==> src/rtl/catch_pkg.sv <==
// Shared types and constants for the catch game controller: FSM states, reset values,
// winner encodings and the cursor/ball overlap test.
package catch_pkg;

    typedef enum logic [2:0] {
        StPlay,
        StCheck,
        StAward,
        StDrawX,
        StDrawY,
        StVerify,
        StWin
    } state_e;

    localparam logic [15:0] BallRstX   = 16'd300;
    localparam logic [15:0] BallRstY   = 16'd300;
    localparam logic [7:0]  P1ColorRst = 8'hE6;
    localparam logic [7:0]  P2ColorRst = 8'h2B;

    localparam logic [1:0] WinNone = 2'b00;
    localparam logic [1:0] WinP1   = 2'b01;
    localparam logic [1:0] WinP2   = 2'b10;

    // Sums are carried in 17 bits so a cursor near 16'hFFFF cannot wrap into a false hit.
    function automatic logic overlaps(input logic [15:0] bx, input logic [15:0] by,
                                      input logic [15:0] px, input logic [15:0] py,
                                      input logic [16:0] size);
        return ({1'b0, bx} >= {1'b0, px}) && ({1'b0, bx} <= ({1'b0, px} + size)) &&
               ({1'b0, by} >= {1'b0, py}) && ({1'b0, by} <= ({1'b0, py} + size));
    endfunction

endpackage

==> src/rtl/catch_lfsr.sv <==
// 10-bit Fibonacci LFSR, x^10 + x^7 + 1, free running with a synchronous clear to SEED.
module catch_lfsr #(
    parameter logic [9:0] SEED = 10'h1A5
) (
    input  logic       clk_i,
    input  logic       clr_i,
    output logic [9:0] lfsr_o
);

    logic [9:0] lfsr_q, lfsr_d;

    always_comb begin
        lfsr_d = {lfsr_q[8:0], lfsr_q[9] ^ lfsr_q[6]};
    end

    always_ff @(posedge clk_i) begin
        if (clr_i) begin
            lfsr_q <= SEED;
        end else begin
            lfsr_q <= lfsr_d;
        end
    end

    assign lfsr_o = lfsr_q;

endmodule

==> src/rtl/catch_game_ctrl.sv <==
// Per-frame catch game sequencer: catch detection, tie arbitration, scoring and ball respawn.
// Define CATCH_WIN_LIMIT_EN to enable the round-win screen (WIN state, winner, game_over).
module catch_game_ctrl
    import catch_pkg::*;
#(
    parameter int unsigned CURSOR_SIZE = 20,
    parameter int unsigned BALL_SIZE   = 10,
    parameter int unsigned H_ACTIVE    = 640,
    parameter int unsigned V_ACTIVE    = 480,
    parameter int unsigned WIN_SCORE   = 9,
    parameter int unsigned WIN_FRAMES  = 120,
    parameter int unsigned MAX_RETRY   = 8,
    parameter logic [9:0]  LFSR_SEED   = 10'h1A5
) (
    input  logic        dclk,
    input  logic        clr,
    input  logic        frame_tick,
    input  logic [15:0] posx,
    input  logic [15:0] posy,
    input  logic [15:0] posx2,
    input  logic [15:0] posy2,
    output logic [15:0] ball_x,
    output logic [15:0] ball_y,
    output logic [3:0]  score1,
    output logic [3:0]  score2,
    output logic [7:0]  player1_color,
    output logic [7:0]  player2_color,
    output logic [1:0]  winner,
    output logic        game_over
);

    localparam logic [9:0]  XSpan     = 10'(H_ACTIVE - BALL_SIZE);
    localparam logic [8:0]  YSpan     = 9'(V_ACTIVE - BALL_SIZE);
    localparam logic [16:0] CurSize   = 17'(CURSOR_SIZE);
    localparam logic [7:0]  RetryLast = 8'(MAX_RETRY - 1);

    state_e      state_q, state_d;
    logic        tick_q;
    logic        hit1_q, hit1_d, hit2_q, hit2_d;
    logic        tie_prio_q, tie_prio_d;  // 0: player 1 wins the next tie
    logic [15:0] cand_x_q, cand_x_d, cand_y_q, cand_y_d;
    logic [7:0]  retry_q, retry_d;
    logic [15:0] ball_x_q, ball_x_d, ball_y_q, ball_y_d;
    logic [3:0]  score1_q, score1_d, score2_q, score2_d;
    logic [7:0]  color1_q, color1_d, color2_q, color2_d;
    logic [9:0]  lfsr;
    logic        win1, cand_hit;

    catch_lfsr #(
        .SEED(LFSR_SEED)
    ) u_lfsr (
        .clk_i (dclk),
        .clr_i (clr),
        .lfsr_o(lfsr)
    );

`ifdef CATCH_WIN_LIMIT_EN
    logic [1:0]  winner_q, winner_d, win_pend_q, win_pend_d;
    logic [15:0] frame_cnt_q, frame_cnt_d;
`else
    logic unused_win_cfg;
    assign unused_win_cfg = ^{32'(WIN_SCORE), 32'(WIN_FRAMES)};
`endif

    always_comb begin
        state_d    = state_q;
        hit1_d     = hit1_q;
        hit2_d     = hit2_q;
        tie_prio_d = tie_prio_q;
        cand_x_d   = cand_x_q;
        cand_y_d   = cand_y_q;
        retry_d    = retry_q;
        ball_x_d   = ball_x_q;
        ball_y_d   = ball_y_q;
        score1_d   = score1_q;
        score2_d   = score2_q;
        color1_d   = color1_q;
        color2_d   = color2_q;
        win1       = hit1_q && (!hit2_q || !tie_prio_q);
        cand_hit   = overlaps(cand_x_q, cand_y_q, posx, posy, CurSize) ||
                     overlaps(cand_x_q, cand_y_q, posx2, posy2, CurSize);
`ifdef CATCH_WIN_LIMIT_EN
        winner_d    = winner_q;
        win_pend_d  = win_pend_q;
        frame_cnt_d = frame_cnt_q;
`endif
        case (state_q)
            StPlay: begin
                if (tick_q) state_d = StCheck;
            end
            StCheck: begin
                hit1_d  = overlaps(ball_x_q, ball_y_q, posx, posy, CurSize);
                hit2_d  = overlaps(ball_x_q, ball_y_q, posx2, posy2, CurSize);
                state_d = (hit1_d || hit2_d) ? StAward : StPlay;
            end
            StAward: begin
                if (hit1_q && hit2_q) tie_prio_d = ~tie_prio_q;
                if (win1) begin
                    score1_d = score1_q + 4'd1;
                    color1_d = color1_q + 8'd1;
`ifdef CATCH_WIN_LIMIT_EN
                    if (score1_d == 4'(WIN_SCORE)) win_pend_d = WinP1;
`endif
                end else begin
                    score2_d = score2_q + 4'd1;
                    color2_d = color2_q + 8'd1;
`ifdef CATCH_WIN_LIMIT_EN
                    if (score2_d == 4'(WIN_SCORE)) win_pend_d = WinP2;
`endif
                end
                state_d = StDrawX;
            end
            StDrawX: begin
                cand_x_d = {6'd0, (lfsr >= XSpan) ? lfsr - XSpan : lfsr};
                state_d  = StDrawY;
            end
            StDrawY: begin
                cand_y_d = {7'd0, (lfsr[8:0] >= YSpan) ? lfsr[8:0] - YSpan : lfsr[8:0]};
                state_d  = StVerify;
            end
            StVerify: begin
                if (cand_hit && (retry_q < RetryLast)) begin
                    retry_d = retry_q + 8'd1;
                    state_d = StDrawX;
                end else begin
                    ball_x_d = cand_x_q;
                    ball_y_d = cand_y_q;
                    retry_d  = 8'd0;
                    state_d  = StPlay;
`ifdef CATCH_WIN_LIMIT_EN
                    if (win_pend_q != WinNone) begin
                        winner_d    = win_pend_q;
                        win_pend_d  = WinNone;
                        frame_cnt_d = 16'd0;
                        state_d     = StWin;
                    end
`endif
                end
            end
`ifdef CATCH_WIN_LIMIT_EN
            StWin: begin
                if (tick_q) begin
                    if (frame_cnt_q == 16'(WIN_FRAMES - 1)) begin
                        score1_d = 4'd0;
                        score2_d = 4'd0;
                        color1_d = P1ColorRst;
                        color2_d = P2ColorRst;
                        winner_d = WinNone;
                        state_d  = StDrawX;
                    end else begin
                        frame_cnt_d = frame_cnt_q + 16'd1;
                    end
                end
            end
`endif
            default: state_d = StPlay;
        endcase
    end

    always_ff @(posedge dclk) begin
        if (clr) begin
            state_q    <= StPlay;
            tick_q     <= 1'b0;
            hit1_q     <= 1'b0;
            hit2_q     <= 1'b0;
            tie_prio_q <= 1'b0;
            cand_x_q   <= 16'd0;
            cand_y_q   <= 16'd0;
            retry_q    <= 8'd0;
            ball_x_q   <= BallRstX;
            ball_y_q   <= BallRstY;
            score1_q   <= 4'd0;
            score2_q   <= 4'd0;
            color1_q   <= P1ColorRst;
            color2_q   <= P2ColorRst;
        end else begin
            state_q    <= state_d;
            tick_q     <= frame_tick;
            hit1_q     <= hit1_d;
            hit2_q     <= hit2_d;
            tie_prio_q <= tie_prio_d;
            cand_x_q   <= cand_x_d;
            cand_y_q   <= cand_y_d;
            retry_q    <= retry_d;
            ball_x_q   <= ball_x_d;
            ball_y_q   <= ball_y_d;
            score1_q   <= score1_d;
            score2_q   <= score2_d;
            color1_q   <= color1_d;
            color2_q   <= color2_d;
        end
    end

`ifdef CATCH_WIN_LIMIT_EN
    always_ff @(posedge dclk) begin
        if (clr) begin
            winner_q    <= WinNone;
            win_pend_q  <= WinNone;
            frame_cnt_q <= 16'd0;
        end else begin
            winner_q    <= winner_d;
            win_pend_q  <= win_pend_d;
            frame_cnt_q <= frame_cnt_d;
        end
    end

    assign winner    = winner_q;
    assign game_over = (state_q == StWin);
`else
    assign winner    = WinNone;
    assign game_over = 1'b0;
`endif

    assign ball_x        = ball_x_q;
    assign ball_y        = ball_y_q;
    assign score1        = score1_q;
    assign score2        = score2_q;
    assign player1_color = color1_q;
    assign player2_color = color2_q;

endmodule

==> config.mk <==
export PLATFORM = sky130hd
export DESIGN_NAME = catch_game_ctrl
export DESIGN_NICKNAME = d
export VERILOG_FILES = /design/src/rtl/catch_pkg.sv /design/src/rtl/catch_lfsr.sv /design/src/rtl/catch_game_ctrl.sv
export SDC_FILE = /design/constraint.sdc
export NUM_CORES = 1
export LEC_CHECK = 0
export ABC_CLOCK_PERIOD_IN_PS = 3300
export BUFFER_PORTS_ARGS = -buffer_cell sky130_fd_sc_hd__buf_4
export CAP_MARGIN = 10
export CORE_MARGIN = 2
export CORE_UTILIZATION = 58
export DETAILED_ROUTE_END_ITERATION = 7
export GPL_TIMING_DRIVEN = 0
export HOLD_SLACK_MARGIN = 0.03
export PLACE_DENSITY = 0.81
export SKIP_LAST_GASP = 1
export SYNTH_ARGS = -nofsm -noshare
export SYNTH_HDL_FRONTEND = slang
export SYNTH_SLANG_ARGS = --single-unit
==> constraint.sdc <==
create_clock -name dclk -period 3.3 [get_ports dclk]
set_input_delay 0.165 -clock dclk [delete_from_list [all_inputs] [get_ports dclk]]
set_output_delay 0.165 -clock dclk [all_outputs]
set_load 0.05 [all_outputs]
==> results.ini, run 1 <==
[sta]
slew_headroom_pct = 29.7
grt_setup_unrepaired = false
setup_viol = 0
final_hold_viol_count = 0
hold_ws_ns = 0.0399
finalCritPeriodShare_pct = 93.5
setup_slack_ns = 0.215
max_freq_ghz = 0.324
clock_skew_ns = 0.00604
maxSlewViolCount = 0
worst_slew_pin_slew_ns = 1.04
finalCriticalPeriod_ns = 3.09

[synth]
syn_area_mm2 = 0.00840
synth_largest_area_cell = dfxtp_1
ys_seq_elements = 87
synthCells = 1023
ys_top_cells_by_area = dfxtp_1 (21%), ha_1 (19%), a21oi_1 (4.1%)
synth-main-ff-cell = dfxtp_1
avgSynthCellArea_um2 = 8.21
synth_edf_count = 0
synth_top_area_share_pct = 20.7
ys_seq_area_share_pct = 20.7
synth_cell_types = 84
yosys_warnings = 0
synth_commonest_cells = ha_1 (130), dfxtp_1 (87), a21oi_1 (69)
ys_async_sr_fraction_pct = 0
synth.most_common_cell = ha_1

[power_and_ir_drop]
powerDensity_mw_per_mm2 = 284
switching_share_pct = 27.8
p_leak_nw = 4.23
combPwrFrac_pct = 20.9
internal_power_w = 0.00201
p_sw_w = 0.000773
power_frac_seq_pct = 38.5
vdd_drop_max_v = 0.000295
clockPowerShare_pct = 40.6

[worst_setup_path]
criticalPathCategory = flop to flop
r2r_start = cand_x_q[3]
crit_required_ns = 3.57
cp_max_fo = 10
startpoint = cand_x_q[3]
cp-start-kind = flop
cp.arrival_ns = 3.36
cp-end-kind = flop

[final_layout]
nFillCells = 1193
area_growth_pct = 16.3
drive_above_1_share_pct = 16.3
diodes = 0
fin_nets = 1347
final_cells = 1335

[global_route]
grt_max_degree = 15
grt_pass1_vias = 7437
antenna_found_initial = 0
grt_pass1_wl_mm = 37.2
grt_overflow = 0
grt_usage_pct = 28.8

[routing]
vias = 8146
antenna_left = 0
drtIter0Drc = 520
dr.pass1.iters = 5
route.final.wire_length_mm = 22.9
viasPerCell = 6.10
drc = 0
wl_per_cell_um = 17.2

[clocking]
htreeDepth = 3
cts_root_buffer = clkbuf_16
clk_pin_slew_ns = 0.07
clockBufferDepth = 2
cts_buffers = 9
ctsHoldBuffers = 0
clock_sink_count = 87
cts_tree = built
cts_setup_buffers = 0
clock_latency_ns = 0.34

[floorplanning]
core_area_mm2 = 0.0140
rows = 43
start_util_pct = 59.8
die-area_mm2 = 0.0155
die_y_um = 124
ios = 126
fp.dieW_um = 124

[min_path]
hp-start = frame_tick
hp-class = input port to flop

[placement]
hpwl_mm = 18.1
port_buffers = 101
place_ws_ns = -0.0291
routabilityCongestion = 0.973
dp.cells = 1319

[outcome]
outcome = finished, final reports clean

[job]
drv_cap = 0

## stage by stage
step	total power (W)	setup TNS (ns)	utilization (%)	area (um2)
after floorplan	0.00149	0	-	8460
after global placement	0.00165	-0.0869	67.2	9440
after detailed placement	0.00167	-0.0291	67.2	9440
after CTS	0.00278	0	69.6	9780
after global routing	0.00290	0	69.6	9780
final	0.00278	0	69.6	9780
## area by class of cell
cell class	instances	area [um2]	share of cell area (%)
Timing Repair Buffer	101	758	7.76
Tap cell	180	225	2.30
Inverter	55	206	2.11
Sequential cell	87	1740	17.8
Buffer	67	352	3.60
Multi-Input combinational cell	829	6160	63.0
Clock buffer	12	256	2.62
Clock inverter	4	76.3	0.781
## placed cells by master (no fill, tap or decap), types with 5 or more instances in the layout
cell       instances
nor4_1            15
a21oi_1           69
o31ai_2           11
buf_1              6
mux2i_1           11
nor2_1            63
a211oi_1          13
and2_1             5
nor2b_1           16
o31ai_1            5
and3b_1            5
clkbuf_16          9
nand3_1           30
inv_1             54
nor3_1            19
ha_1             130
nand2_1           61
o21ai_0           49
conb_1            16
a311oi_1           8
o21ai_1           10
and3_1             9
buf_4            117
nor4_2             6
xor2_1            30
o21a_1            15
nand2b_1          12
nand4_1           43
xnor2_1           30
buf_2              7
or3_1             11
dfxtp_1           87
a31oi_1           15
or2_2              6
clkbuf_1          34
o211ai_1          12
a21o_1            19
## power groups by stage
stage,sequential [W],clock (W),combinational [W]
after floorplan,0.00109,0,0.000399
after global placement,0.00109,0,0.000558
after detailed placement,0.00109,0,0.000571
after CTS,0.00107,0.00113,0.000575
after global routing,0.00107,0.00118,0.000645
final,0.00107,0.00113,0.000580
## path summary, 6_finish.rpt
kind	slack [ns]	depth (start not counted)	to
hold reg to reg	0.48	2	retry_q[1]
setup reg to reg	0.21	10	retry_q[1]
hold / removal	0.04	2	tick_q
setup / recovery	0.21	10	retry_q[1]
## worst max-delay path, cell delays in order (launching register included)
cell,delay [ns]
dfxtp_1,0.56
ha_1,0.32
a21o_1,0.18
a21oi_1,0.22
a21oi_1,0.10
o311ai_1,0.32
a211oi_1,0.19
nor3b_2,0.45
buf_2,0.39
o211ai_1,0.12
a21oi_1,0.16
## layer usage
metal	track usage, %	up-vias	wire [um]
met5	0	-	0
met4	9.85	0	665
met3	5.41	52	1770
met2	47.4	332	10600
met1	37.8	3724	9870
li1	-	4038	-
## cells by family after synthesis
kind of cell,after synthesis,synth area share [%]
and+or+nand+nor,325,21.5
adders and majority gates,130,19.4
AOI/OAI and AO/OA,282,23.0
other,1,0.0446
muxes,13,1.62
DFF,87,20.7
buffers and inverters,122,6.64
xor gates and xnor gates,63,7.06
## registers in the layout, summed over array words and instances (netlist names)
name,count
retry_q,8
ball_y,9
state_q,3
hit1_q,1
cand_y_q,9
player2_color,8
ball_x,10
tick_q,1
score1,4
score2,4
cand_x_q,10
hit2_q,1
tie_prio_q,1
u_lfsr.lfsr_o,10
player1_color,8
## what timing repair did
item | in CTS | in global routing
gates resized for setup | 0 | 1
hold endpoints to repair | 0 | 0
setup endpoints to repair | 0 | 1
No activity file was read; power rests on OpenSTA's default activity.
==> run 2: changes to the inputs <==
Settings changed: SYNTH_HIERARCHICAL from default to 1.
==> run 2 against run 1 <==
Against the previous run: hold slack lost 0.0011 ns; register-to-register slack better by 0.03 ns; global-route usage fell by 0.14 points; critical endpoint is now retry_q[2]; highest routed layer unchanged.
==> results.ini, run 2 <==
[outcome]
outcome = finished, final reports clean

[clocking]
clk_pin_slew_ns = 0.06
cts_setup_buffers = 0
htreeDepth = 3
clock_sink_count = 87
cts_tree = built
cts_root_buffer = clkbuf_16
clock_latency_ns = 0.34
clockBufferDepth = 2
ctsHoldBuffers = 0
cts_buffers = 9

[sta]
grt_setup_unrepaired = false
slew_headroom_pct = 43.1
max_freq_ghz = 0.327
worst_slew_pin_slew_ns = 0.853
clock_skew_ns = 0.00766
maxSlewViolCount = 0
finalCritPeriodShare_pct = 92.6
setup_viol = 0
final_hold_viol_count = 0
finalCriticalPeriod_ns = 3.06
hold_ws_ns = 0.0388

[synth]
ys_seq_area_share_pct = 21.2
synth-main-ff-cell = dfxtp_1
syn_area_mm2 = 0.00820
synth.most_common_cell = ha_1
synth_top_area_share_pct = 21.2
synthCells = 992
yosys_warnings = 6
synth_commonest_cells = ha_1 (130), dfxtp_1 (87), nor2_1 (83)
ys_seq_elements = 87
ys_async_sr_fraction_pct = 0
synth_cell_types = 79
synth_largest_area_cell = dfxtp_1
avgSynthCellArea_um2 = 8.27
synth_edf_count = 0
ys_top_cells_by_area = dfxtp_1 (21%), ha_1 (20%), xnor2_1 (4.0%)

[final_layout]
final_area_mm2 = 0.00957
drive_above_1_share_pct = 15.0
final_core_util_pct = 69.2
final_cells = 1308
layout_commonest_cell = buf_4
fin_nets = 1321
area_growth_pct = 16.7
diodes = 0
mostFrequentLayoutCells = buf_4 (131), ha_1 (130), dfxtp_1 (87)

[job]
drv_cap = 0

[floorplanning]
fp.dieW_um = 123
ios = 126
rows = 43
start_util_pct = 59.3
die-area_mm2 = 0.0151
core_area_mm2 = 0.0138
die_y_um = 123

[routing]
route.final.wire_length_mm = 21.6
dr.pass1.iters = 5
wl_per_cell_um = 16.5
viasPerCell = 5.94
vias = 7765
antenna_left = 0
drtIter0Drc = 435
drc = 0

[power_and_ir_drop]
vdd_drop_max_v = 0.000308
p_leak_nw = 4.17
powerDensity_mw_per_mm2 = 279
power.total_w = 0.00267

[worst_setup_path]
cp_max_fo = 10
cp.arrival_ns = 3.33
cp-end-kind = flop
criticalPathCategory = flop to flop
cp-start-kind = flop
crit_required_ns = 3.57

[global_route]
grt_overflow = 0
grt_pass1_vias = 7196
grt_pass1_wl_mm = 34.2
antenna_found_initial = 0
grt_max_degree = 15
grt_usage_pct = 28.6

[placement]
dp.cells = 1293
port_buffers = 106
place_area_mm2 = 0.00928
routabilityCongestion = 0.903
hpwl_mm = 17.3

[min_path]
hp-class = input port to flop

run 2: power by group:
group,internal (W),switching [W]
clock network,0.000583,0.000410
logic,0.000259,0.000350
registers,0.00106,0.00000551
total,0.00190,0.000766
run 2: repair_timing:
| item | CTS | global route |
|---|---|---|
| resized for setup | 0 | 2 |
| setup endpoints to repair | 0 | 29 |
| endpoints found under the hold margin | 0 | 0 |
run 2: area by class of cell:
| class | instances | area, um2 |
|---|---|---|
| multi-input cells | 804 | 5960 |
| fillers | 1181 | 4260 |
| flip-flops and latches | 87 | 1740 |
| repair buffers | 106 | 796 |
| plain buffers | 58 | 344 |
| clock buffers | 10 | 229 |
| well taps | 180 | 225 |
| inverters | 58 | 218 |
| clock inverters | 5 | 58.8 |
run 2: worst max-delay path, cell delays in order (launching register included):
cell and delay (ns):
dfxtp_1 0.39, clkbuf_1 0.38, xnor2_1 0.20, mux2_2 0.36, mux2_2 0.27, or4_1 0.53, o311a_1 0.15, o32ai_4 0.22
buf_6 0.20, nand4b_1 0.10, a31oi_1 0.17
run 2: through the flow:
step           setup TNS [ns]  setup slack [ns]
2_1_floorplan               0             0.603
3_3_place_gp            -1.20           -0.0944
3_5_place_dp            -1.91            -0.139
4_1_cts                     0             0.187
5_1_grt                     0           0.00875
6_report                    0             0.244
run 2: kinds of logic (layout without fill, tap and decap cells):
kind of cell / after synthesis / in the layout / share of synthesized area, %
AND/OR/NAND/NOR: 330 / 330 / 21.2
AO/OA/AOI/OAI: 230 / 230 / 19.2
adder cells (fa/ha/maj): 130 / 130 / 19.8
buffers and inverters: 116 / 237 / 6.85
flip-flops: 87 / 87 / 21.2
XOR/XNOR: 73 / 73 / 8.45
multiplexers: 25 / 25 / 3.10
other: 1 / 16 / 0.0457
run 2: path summary, 6_finish.rpt:
check	from	end	slack, ns	cells past startpoint
setup / recovery	cand_x_q[6]	retry_q[2]	0.24	10
hold / removal	frame_tick	tick_q	0.04	2
setup reg to reg	cand_x_q[6]	retry_q[2]	0.24	10
hold reg to reg	u_lfsr/lfsr_o[7]	u_lfsr/lfsr_o[8]	0.44	1
run 2: per-layer routing:
metal	track usage (%)	share of wire (%)	vias to the layer above
met5	0	0	-
met4	10.7	2.7	0
met3	4.24	6.0	43
met2	49.7	47	233
met1	35.8	44	3621
li1	-	-	3868
==> run 3: changes to the inputs <==
Settings changed: ABC_AREA from default to 1.
==> run 3 against run 2 <==
Against the previous run: sequential cell count is the same; design area grew 5.2%; setup slack gained 0.20 ns; routed wire length grew 2.5%; clock skew shrank 0.0031 ns; combinational power grew 1%; critical path depth grew 12; total power shrank 1.8%; sequential share of layout area shrank 0.90 points; fmax grew 7.1%; largest cell class unchanged.
==> results.ini, run 3 <==
[outcome]
outcome = finished, final reports clean

[synth]
ys_seq_area_share_pct = 20.0
synth_top_area_share_pct = 20.0
ys_seq_elements = 87
synth_cell_types = 45
post_synth_mux_area_share_pct = 0
synth-simple-area-share_pct = 35.9
synth.most_common_cell = nand2_1
synth_largest_area_cell = dfxtp_1
synth_top_family_by_area = simple AND/OR/NAND/NOR gates
synth-main-ff-cell = dfxtp_1
ys_top_cells_by_area = dfxtp_1 (20%), ha_1 (19%), nand2_1 (16%)
synth_xor_area_share_pct = 2.42
synth_edf_count = 0
avgSynthCellArea_um2 = 6.34
synthAdderAreaFrac_pct = 18.7
syn_area_mm2 = 0.00869
ys_async_sr_fraction_pct = 0
synth_commonest_cells = nand2_1 (372), inv_1 (210), ha_1 (130)
yosys_warnings = 6
synth_compound_area_share_pct = 9.81
synthCells = 1370

[global_route]
grt_pass1_wl_mm = 37.0
grt_overflow = 0
grt_max_degree = 14
antenna_found_initial = 0
grt_usage_pct = 27.5
grt_pass1_vias = 8078

[worst_setup_path]
startpoint = posy2[2]
crit_end = ball_x[9]
cp_max_fo = 10
rr_worst_depth = 12
r2r_setup_slack_ns = 0.80
r2r_start = cand_y_q[2]
crit_required_ns = 3.58
cp-start-kind = input port
cp-end-kind = flop
reg2reg_to = ball_x[9]
cp.arrival_ns = 3.13
criticalPathCategory = input port to flop

[placement]
routabilityCongestion = 0.998
place_ws_ns = 0.164
port_buffers = 106
place_area_mm2 = 0.00977
hpwl_mm = 18.2

[final_layout]
diodes = 0
layout_commonest_cell = nand2_1
nFillCells = 1349
area_growth_pct = 15.9
final_area_mm2 = 0.0101
mostFrequentLayoutCells = nand2_1 (372), inv_1 (210), buf_4 (131)
drive_above_1_share_pct = 12.9
fin_nets = 1701

[routing]
drtIter0Drc = 666
drc = 0
viasPerCell = 5.29
vias = 8943
wl_per_cell_um = 13.1
route.final.wire_length_mm = 22.1
antenna_left = 0
dr.pass1.iters = 6

[floorplanning]
ios = 126
die-area_mm2 = 0.0160
core_area_mm2 = 0.0146
fp.dieW_um = 126
die_y_um = 126
rows = 44
start_util_pct = 59.6

[power_and_ir_drop]
powerDensity_mw_per_mm2 = 260
power.total_w = 0.00262
vdd_drop_max_v = 0.000377
p_leak_nw = 5.55

[clocking]
htreeDepth = 3
cts_tree = built
clockBufferDepth = 2
clk_pin_slew_ns = 0.06
ctsResizeCount = 0
clock_sink_count = 87
cts_root_buffer = clkbuf_16
clock_latency_ns = 0.34
cts_buffers = 9

[sta]
clock_skew_ns = 0.00457
hold_ws_ns = 0.337
finalCritPeriodShare_pct = 86.5
finalCriticalPeriod_ns = 2.85
slew_headroom_pct = 37.0
final_hold_viol_count = 0
max_freq_ghz = 0.350
setup_slack_ns = 0.447
fin_setup_tns_ns = 0
setup_viol = 0
grt_setup_unrepaired = false
worst_slew_pin_slew_ns = 0.937
maxSlewViolCount = 0

[min_path]
hp-class = input port to flop

[job]
drv_cap = 0

run 3: changes by cell type in the layout (fill, tap and decap cells not counted), moves of 14 or more:
cell,previous run,this run
a21oi_1,56,72
inv_1,56,210
mux2i_1,22,0
nand2_1,50,372
nand2b_1,32,0
nand3_1,28,112
nor2_1,83,106
nor2b_1,14,0
xnor2_1,37,5
run 3: logic make-up (layout without fill, tap and decap cells):
family | after synthesis | after routing
buffers and inverters | 268 | 391
AOI/OAI and AO/OA | 154 | 154
DFF | 87 | 87
and+or+nand+nor | 706 | 706
adders and majority gates | 130 | 130
xor gates and xnor gates | 24 | 24
other | 1 | 16
run 3: timing repair:
action,in CTS,in global routing
hold endpoints to repair,6,0
buffers inserted,0,0
hold buffers,2,0
run 3: power by group:
| part | switching, W | total [W] | internal (W) | leakage, nW |
|---|---|---|---|---|
| clock | 0.000394 | 0.000940 | 0.000546 | 0.138 |
| sequential | 0.00000531 | 0.00107 | 0.00106 | 0.705 |
| combinational | 0.000387 | 0.000616 | 0.000229 | 4.70 |
| total | 0.000787 | 0.00262 | 0.00184 | 5.55 |
run 3: critical path: stages:
cell and delay (ns):
buf_4 0.12, ha_1 0.19, nor2_1 0.09, nor2_4 0.21
nand3_1 0.19, xor2_1 0.20, ha_1 0.31, nand2_1 0.09
nor3_1 0.25, nand3_1 0.18, nor2_1 0.13, nand3_1 0.08
nand3_1 0.08, nand2_1 0.06, nor2_2 0.09, nand2_2 0.07
nand2_4 0.10, nand2_2 0.08, buf_6 0.19, nand3_1 0.08
nand2_1 0.07, nor2_1 0.12
run 3: routing by layer:
layer | vias up | track usage [%] | share of wire [%] | routed length (um)
met4 | 0 | 5.75 | 1.1 | 244
met2 | 259 | 47.7 | 46 | 10200
met5 | - | 0 | 0 | 0
met3 | 27 | 2.78 | 5.9 | 1300
met1 | 3973 | 37.2 | 47 | 10400
li1 | 4684 | - | - | -
run 3: per-stage QoR:
stage,utilization [%],std cells
floorplan,-,1385
global placement,67.0,1675
detailed placement,67.0,1675
CTS,69.0,1692
global route,69.0,1692
finish,69.0,1692
run 3: worst min-delay path by stage:
| stage | start | endpoint | slack, ns | depth (start not counted) |
|---|---|---|---|---|
| 5_1_grt | clr | cand_x_q[8] | 0.36 | 4 |
| 4_1_cts | clr | cand_x_q[8] | 0.33 | 4 |
| 2_1_floorplan | frame_tick | tick_q | 0.27 | 2 |
| 6_report | clr | cand_x_q[8] | 0.34 | 4 |
| 3_5_place_dp | clr | u_lfsr/lfsr_o[9] | 0.37 | 2 |
| 3_3_place_gp | clr | u_lfsr/lfsr_o[9] | 0.36 | 2 |
run 3: cell type report:
class	instances	area [um2]	area share, %
Multi-Input combinational cell	1030	5870	58.3
Sequential cell	87	1740	17.3
Inverter	223	837	8.32
Timing Repair Buffer	108	816	8.10
Buffer	45	295	2.93
Clock buffer	12	256	2.55
Tap cell	184	230	2.29
Clock inverter	3	18.8	0.186
